### src/rtl/riscv_pkg.sv
// Shared core definitions used by the barrel-thread issue stage.
package riscv_pkg;

    localparam int unsigned ADDR_WIDTH = 30;
    localparam logic [ADDR_WIDTH-1:0] STARTUP_ADDR = '0;

    typedef enum logic [1:0] {
        CTL_NOP   = 2'd0,
        CTL_START = 2'd1,
        CTL_STOP  = 2'd2
    } thread_ctl_op_t;

    // Thread-ID width; a single thread still needs a 1-bit ID.
    function automatic int unsigned tid_width(input int unsigned n);
        return (n <= 1) ? 1 : 32'($clog2(n));
    endfunction

endpackage

### src/rtl/thread_pc_file.sv
// Per-thread PC storage: one asynchronous read port, two write ports (ctl beats wb).
module thread_pc_file
    import riscv_pkg::*;
#(
    parameter int unsigned NUM_THREADS = 32,
    parameter int unsigned PC_WIDTH = ADDR_WIDTH,
    parameter logic [PC_WIDTH-1:0] RESET_PC = PC_WIDTH'(STARTUP_ADDR),
    localparam int unsigned TID_W = tid_width(NUM_THREADS)
) (
    input  logic                clk,
    input  logic                reset,
    input  logic [TID_W-1:0]    rd_tid,
    output logic [PC_WIDTH-1:0] rd_pc_c,
    input  logic                ctl_we,
    input  logic [TID_W-1:0]    ctl_tid,
    input  logic [PC_WIDTH-1:0] ctl_pc,
    input  logic                wb_we,
    input  logic [TID_W-1:0]    wb_tid,
    input  logic [PC_WIDTH-1:0] wb_pc
);

    logic [PC_WIDTH-1:0] pc_q [NUM_THREADS];

    // IDs outside the array match no entry, so out-of-range writes are dropped.
    always_ff @(posedge clk or posedge reset) begin
        if (reset) begin
            for (int unsigned t = 0; t < NUM_THREADS; t++) begin
                pc_q[t] <= RESET_PC;
            end
        end else begin
            for (int unsigned t = 0; t < NUM_THREADS; t++) begin
                if (ctl_we && (ctl_tid == TID_W'(t))) begin
                    pc_q[t] <= ctl_pc;
                end else if (wb_we && (wb_tid == TID_W'(t))) begin
                    pc_q[t] <= wb_pc;
                end
            end
        end
    end

    always_comb begin
        rd_pc_c = pc_q[0];
        for (int unsigned t = 0; t < NUM_THREADS; t++) begin
            if (rd_tid == TID_W'(t)) begin
                rd_pc_c = pc_q[t];
            end
        end
    end

endmodule

### src/rtl/barrel_thread_scheduler.sv
// Round-robin barrel-thread issue stage with per-thread PC and in-flight tracking.
// Define THREAD_CTL_EN to enable START/STOP thread control and the active mask.
`ifndef NUM_THREADS
`define NUM_THREADS 32
`endif

module barrel_thread_scheduler
    import riscv_pkg::*;
#(
    parameter int unsigned NUM_THREADS = `NUM_THREADS,
    parameter int unsigned PC_WIDTH = ADDR_WIDTH,
    parameter logic [PC_WIDTH-1:0] RESET_PC = PC_WIDTH'(STARTUP_ADDR),
    parameter logic [NUM_THREADS-1:0] RESET_ACTIVE_MASK = '1,
    localparam int unsigned TID_W = tid_width(NUM_THREADS)
) (
    input  logic                   clk,
    input  logic                   reset,
    input  logic                   run_i,
    output logic                   issue_valid_o,
    output logic [TID_W-1:0]       issue_tid_o,
    output logic [PC_WIDTH-1:0]    issue_pc_o,
    input  logic                   wb_valid_i,
    input  logic [TID_W-1:0]       wb_tid_i,
    input  logic [PC_WIDTH-1:0]    wb_next_pc_i,
    input  logic                   ctl_valid_i,
    input  thread_ctl_op_t         ctl_op_i,
    input  logic [TID_W-1:0]       ctl_tid_i,
    input  logic [PC_WIDTH-1:0]    ctl_pc_i,
    output logic                   ctl_ack_o,
    output logic                   ctl_err_o,
    output logic [NUM_THREADS-1:0] active_mask_o
);

    localparam logic [TID_W-1:0] LAST_TID = TID_W'(NUM_THREADS - 1);

    if (NUM_THREADS < 1) begin : g_bad_num_threads
        $error("barrel_thread_scheduler: NUM_THREADS must be at least 1");
    end

    logic [TID_W-1:0]       rr_tid_q, rr_tid_d;
    logic [NUM_THREADS-1:0] inflight_q, inflight_d;
    logic [NUM_THREADS-1:0] active_w;
    logic                   slot_busy_c, slot_active_c, bypass_c, issue_c;
    logic [PC_WIDTH-1:0]    rd_pc_c, issue_pc_c;
    logic                   start_we_c;

    thread_pc_file #(
        .NUM_THREADS (NUM_THREADS),
        .PC_WIDTH    (PC_WIDTH),
        .RESET_PC    (RESET_PC)
    ) u_pc_file (
        .clk     (clk),
        .reset   (reset),
        .rd_tid  (rr_tid_q),
        .rd_pc_c (rd_pc_c),
        .ctl_we  (start_we_c),
        .ctl_tid (ctl_tid_i),
        .ctl_pc  (ctl_pc_i),
        .wb_we   (wb_valid_i),
        .wb_tid  (wb_tid_i),
        .wb_pc   (wb_next_pc_i)
    );

    // Slot decision; a same-cycle writeback to the slot's thread is forwarded.
    always_comb begin
        slot_busy_c   = 1'b0;
        slot_active_c = 1'b0;
        for (int unsigned t = 0; t < NUM_THREADS; t++) begin
            if (rr_tid_q == TID_W'(t)) begin
                slot_busy_c   = inflight_q[t];
                slot_active_c = active_w[t];
            end
        end
        bypass_c   = wb_valid_i && (wb_tid_i == rr_tid_q);
        issue_c    = run_i && slot_active_c && (!slot_busy_c || bypass_c);
        issue_pc_c = bypass_c ? wb_next_pc_i : rd_pc_c;

        rr_tid_d = rr_tid_q;
        if (run_i) begin
            rr_tid_d = (rr_tid_q == LAST_TID) ? '0 : rr_tid_q + TID_W'(1);
        end

        // Issue re-sets the flag after writeback clears it.
        inflight_d = inflight_q;
        for (int unsigned t = 0; t < NUM_THREADS; t++) begin
            if (wb_valid_i && (wb_tid_i == TID_W'(t))) begin
                inflight_d[t] = 1'b0;
            end
            if (issue_c && (rr_tid_q == TID_W'(t))) begin
                inflight_d[t] = 1'b1;
            end
        end
    end

    always_ff @(posedge clk or posedge reset) begin
        if (reset) begin
            rr_tid_q      <= '0;
            inflight_q    <= '0;
            issue_valid_o <= 1'b0;
            issue_tid_o   <= '0;
            issue_pc_o    <= '0;
        end else begin
            rr_tid_q      <= rr_tid_d;
            inflight_q    <= inflight_d;
            issue_valid_o <= issue_c;
            issue_tid_o   <= rr_tid_q;
            issue_pc_o    <= issue_pc_c;
        end
    end

`ifdef THREAD_CTL_EN
    logic [NUM_THREADS-1:0] active_q, active_d;
    logic                   ack_d, err_d, ctl_tid_ok_c, ctl_tid_active_c;

    // START/STOP decode; STOP only affects slots from the next cycle on.
    always_comb begin
        active_d         = active_q;
        ack_d            = 1'b0;
        err_d            = 1'b0;
        start_we_c       = 1'b0;
        ctl_tid_ok_c     = 32'(ctl_tid_i) < NUM_THREADS;
        ctl_tid_active_c = 1'b0;
        for (int unsigned t = 0; t < NUM_THREADS; t++) begin
            if (ctl_tid_i == TID_W'(t)) begin
                ctl_tid_active_c = active_q[t];
            end
        end
        if (ctl_valid_i) begin
            if (!ctl_tid_ok_c) begin
                err_d = 1'b1;
            end else begin
                case (ctl_op_i)
                    CTL_START: begin
                        if (ctl_tid_active_c) begin
                            err_d = 1'b1;
                        end else begin
                            ack_d      = 1'b1;
                            start_we_c = 1'b1;
                            for (int unsigned t = 0; t < NUM_THREADS; t++) begin
                                if (ctl_tid_i == TID_W'(t)) active_d[t] = 1'b1;
                            end
                        end
                    end
                    CTL_STOP: begin
                        ack_d = 1'b1;
                        for (int unsigned t = 0; t < NUM_THREADS; t++) begin
                            if (ctl_tid_i == TID_W'(t)) active_d[t] = 1'b0;
                        end
                    end
                    default: err_d = 1'b1;
                endcase
            end
        end
    end

    always_ff @(posedge clk or posedge reset) begin
        if (reset) begin
            active_q  <= RESET_ACTIVE_MASK;
            ctl_ack_o <= 1'b0;
            ctl_err_o <= 1'b0;
        end else begin
            active_q  <= active_d;
            ctl_ack_o <= ack_d;
            ctl_err_o <= err_d;
        end
    end

    assign active_w      = active_q;
    assign active_mask_o = active_q;
`else
    // Every thread is permanently active; control inputs are sunk.
    localparam logic [NUM_THREADS-1:0] reset_mask_unused = RESET_ACTIVE_MASK;
    logic ctl_unused;

    assign ctl_unused    = ^{ctl_valid_i, ctl_op_i, ctl_tid_i, ctl_pc_i};
    assign start_we_c    = 1'b0;
    assign active_w      = '1;
    assign active_mask_o = '1;
    assign ctl_ack_o     = 1'b0;
    assign ctl_err_o     = 1'b0;
`endif

endmodule

### config.mk
export PLATFORM = sky130hd
export DESIGN_NAME = barrel_thread_scheduler
export DESIGN_NICKNAME = d
export VERILOG_FILES = /design/src/rtl/riscv_pkg.sv /design/src/rtl/thread_pc_file.sv /design/src/rtl/barrel_thread_scheduler.sv
export SDC_FILE = /design/constraint.sdc
export NUM_CORES = 2
export LEC_CHECK = 0
export BUFFER_PORTS_ARGS = -buffer_cell sky130_fd_sc_hd__buf_2
export CORE_MARGIN = 2
export CORE_UTILIZATION = 60
export CTS_BUF_LIST = sky130_fd_sc_hd__clkbuf_8
export DETAILED_ROUTE_END_ITERATION = 16
export PLACE_DENSITY = 0.84
export SYNTH_ARGS = -nofsm -noshare
export SYNTH_HDL_FRONTEND = slang
export SYNTH_SLANG_ARGS = --single-unit
### constraint.sdc
create_clock -name clk -period 32.2 [get_ports clk]
set_input_delay 0 -clock clk [delete_from_list [all_inputs] [get_ports clk]]
set_output_delay 0 -clock clk [all_outputs]
set_load 0.01 [all_outputs]
==> metrics <==
Synth Register Bits 1033; Initial Utilization 60.6%; multi-input logic area 0.0213 mm2; non-filler cells in the finished layout 5276; CP max stage cell inv_1; Seq pwr share 41.9%; Int Pwr 2.64 mW; vias per inst 7.05; Die Area 0.0838 mm2; GPL Wtd Cong 0.942; kind of critical path reg -> reg; Worst Clk Skew 38.1 ps; WP data arrival 6220 ps; Seq/Total Area, Yosys 52.8%; number of DRC markers in iteration 0 4990; switching pwr 1.51 mW; Setup Buffers After CTS 0; TritonCTS buffer count 165; Mapped Area 0.0489 mm2; register area 0.0259 mm2; CTS tree yes; DR DRC count 0; number of synthesized flops with an enable pin 0; status finished, final reports clean; PD cells 77.7 mW/mm2; Mean Syn Cell Area 11.9 um2; drt first pass iters 8; RSZ-0062 raised after global routing false; Comb pwr share 31.7%; top cell family by delay on the critical path buffers and inverters; initial antenna violation count 2; final count of hold timing violations 0; maximum clock frequency 182 MHz; all-layer global routing usage 34.2%; Ys Warns 0; ANT nets after route 0; clock-pin slew on the worst setup and hold paths 70 ps; CP Capture Type flop; Min Clock Period, post-route 5500 ps; Finished Core Util 66.2%; Synth area leader dfrtp_1; post-CTS resize count 0; final setup vio count 0; Switching Fraction 36.3%; commonest cells in the netlist dfrtp_1 (1033), mux2_2 (965), clkbuf_1 (275); Min-Delay Path Class in -> reg; Layout fillers 5768; placed cells 4943; largest net degree at the start of global routing 185; global-route wire length before repair 219000 um; Routed WL 143000 um; Die W 290 um; max cap viols 0; Primary FF master, synth dfrtp_1; crit path max fanout 41; die extent in y 290 um; # IOs 147; clk sinks 1033; final period utilization 17.1%; WL/cell 27.1 um; Unique masters post-synth 87; Leak 24.0 nW; Yosys top cell area share 52.8%; Worst-Skew Late Latency 850 ps; CTS max path bufs 3; vias in the first global route 37.2k; FFs w/ async S/R, synth 100%; Synth area leaders dfrtp_1 (53%), mux2_2 (22%), clkbuf_1 (2.1%); CP Launch Type flop; most frequent cell after synthesis dfrtp_1; worst path required time 32920 ps; final slew viol count 0; normalized max-slew margin 16.0%; Gate Count Post-Synth 4107; worst-margin pin slew 1260 ps; VDD IR max 0.0506 mV; PnR worst setup slack 26700 ps; FP Rows 104; # H-tree levels 4; port bufs 74; worst path bufs/invs 4; Syn-to-layout area delta 9.20%; Final HPWL DP 88000 um; clock power share 26.3%; setup_tns 0 ps; Final #Nets 4174; root buffer cell clkbuf_8; grt ovf 0; CP cell instances ha_1, buf_4, clkinv_1, nor3_1, ha_1, buf_4, inv_1, nand2_1, a221oi_1, or4_1, and3_1, o41ai_1, a21oi_1, o311ai_1; DP Worst Slack 27000 ps; CP peak stage delay 640 ps; share of post-route cells with drive strength above 1 33.8%; via count 37.2k; core area 0.0807 mm2
-- metal layers --
layer  wire [um]  track usage (%)  up-vias  share of wire [%]
met5           0                0        -                  0
met3       14700             7.58      605                 10
met4        9090             20.9        0                6.4
li1            -                -    15202                  -
met2       65100             52.1     2447                 46
met1       54000             45.0    18916                 38
-- registers in the layout, indices dropped and copies added (netlist names) --
signal	count
inflight_q	32
issue_pc_o	30
issue_tid_o	5
issue_valid_o	1
rr_tid_q	5
u_pc_file.pc_q	960
-- worst min-delay path: stages --
cell           delay [ps]
dlygate4sd3_1         520
buf_2                 230
o21ai_0               100
-- worst paths after layout --
check	startpoint	endpoint	slack [ps]	cells past startpoint
worst max-delay path	rr_tid_q[0]	issue_pc_o[12]	26700	14
worst min-delay path	run_i	rr_tid_q[1]	50	3
worst max register to register	rr_tid_q[0]	issue_pc_o[12]	26700	14
worst min register to register	inflight_q[9]	inflight_q[9]	480	2
max in group asynchronous	reset	u_pc_file.pc_q[343]	28360	7
min in group asynchronous	reset	u_pc_file.pc_q[933]	490	4
-- power groups by stage --
stage          registers, mW  logic (mW)  clock network (mW)
3_3_place_gp            1.73        1.23                   0
4_1_cts                 1.73        1.27                1.10
2_1_floorplan           1.72       0.843                   0
5_1_grt                 1.77        1.37                1.16
6_report                1.74        1.32                1.09
3_5_place_dp            1.75        1.26                   0
-- cell type report --
cell class,instances,area share [%]
diodes,4,0.0187
clock buffers,191,4.92
clock inverters,97,0.991
inverters,36,0.267
multi-input cells,2634,39.9
flip-flops and latches,1033,48.4
well taps,1060,2.48
repair buffers,221,3.00
-- cells by family (layout without fill, tap and decap cells) --
| logic type | count (synthesis) | in the layout | share of synthesized area, % |
|---|---|---|---|
| compound gates | 939 | 939 | 13.4 |
| xor+xnor | 6 | 6 | 0.107 |
| fa+ha+maj | 6 | 6 | 0.153 |
| buf+inv | 472 | 545 | 4.22 |
| flops | 1033 | 1033 | 52.8 |
| mux | 985 | 985 | 22.6 |
| other cells | 2 | 38 | 0.0154 |
| simple gates | 664 | 664 | 6.68 |
-- layout by cell type, fill, tap and decap left out, types with 42 or more instances in the layout --
cell / instances
dfrtp_1: 1030
mux2_2: 965
o21ai_0: 196
clkbuf_8: 191
nand2_1: 190
nor2_1: 185
a21oi_1: 160
inv_1: 111
buf_4: 104
a221oi_1: 88
o22ai_1: 74
buf_2: 74
o221ai_1: 57
nor3_1: 50
o211ai_1: 44
nand3_1: 42
-- metrics by stage --
| step | area (um2) | power, mW | hold slack (ps) |
|---|---|---|---|
| 2_1_floorplan | 49000 | 2.56 | 89.8 |
| 3_3_place_gp | 49800 | 2.96 | 215 |
| 3_5_place_dp | 49800 | 3.01 | 221 |
| 4_1_cts | 53400 | 4.10 | 0.452 |
| 5_1_grt | 53400 | 4.29 | 70.3 |
| 6_report | 53400 | 4.15 | 52.5 |
-- what timing repair did --
action                                  4_1_cts  5_1_grt
hold buffers                                 41        0
hold endpoints to repair                   1114        0
endpoints found under the setup margin        0        0
Power figures use the tool's default switching activity.
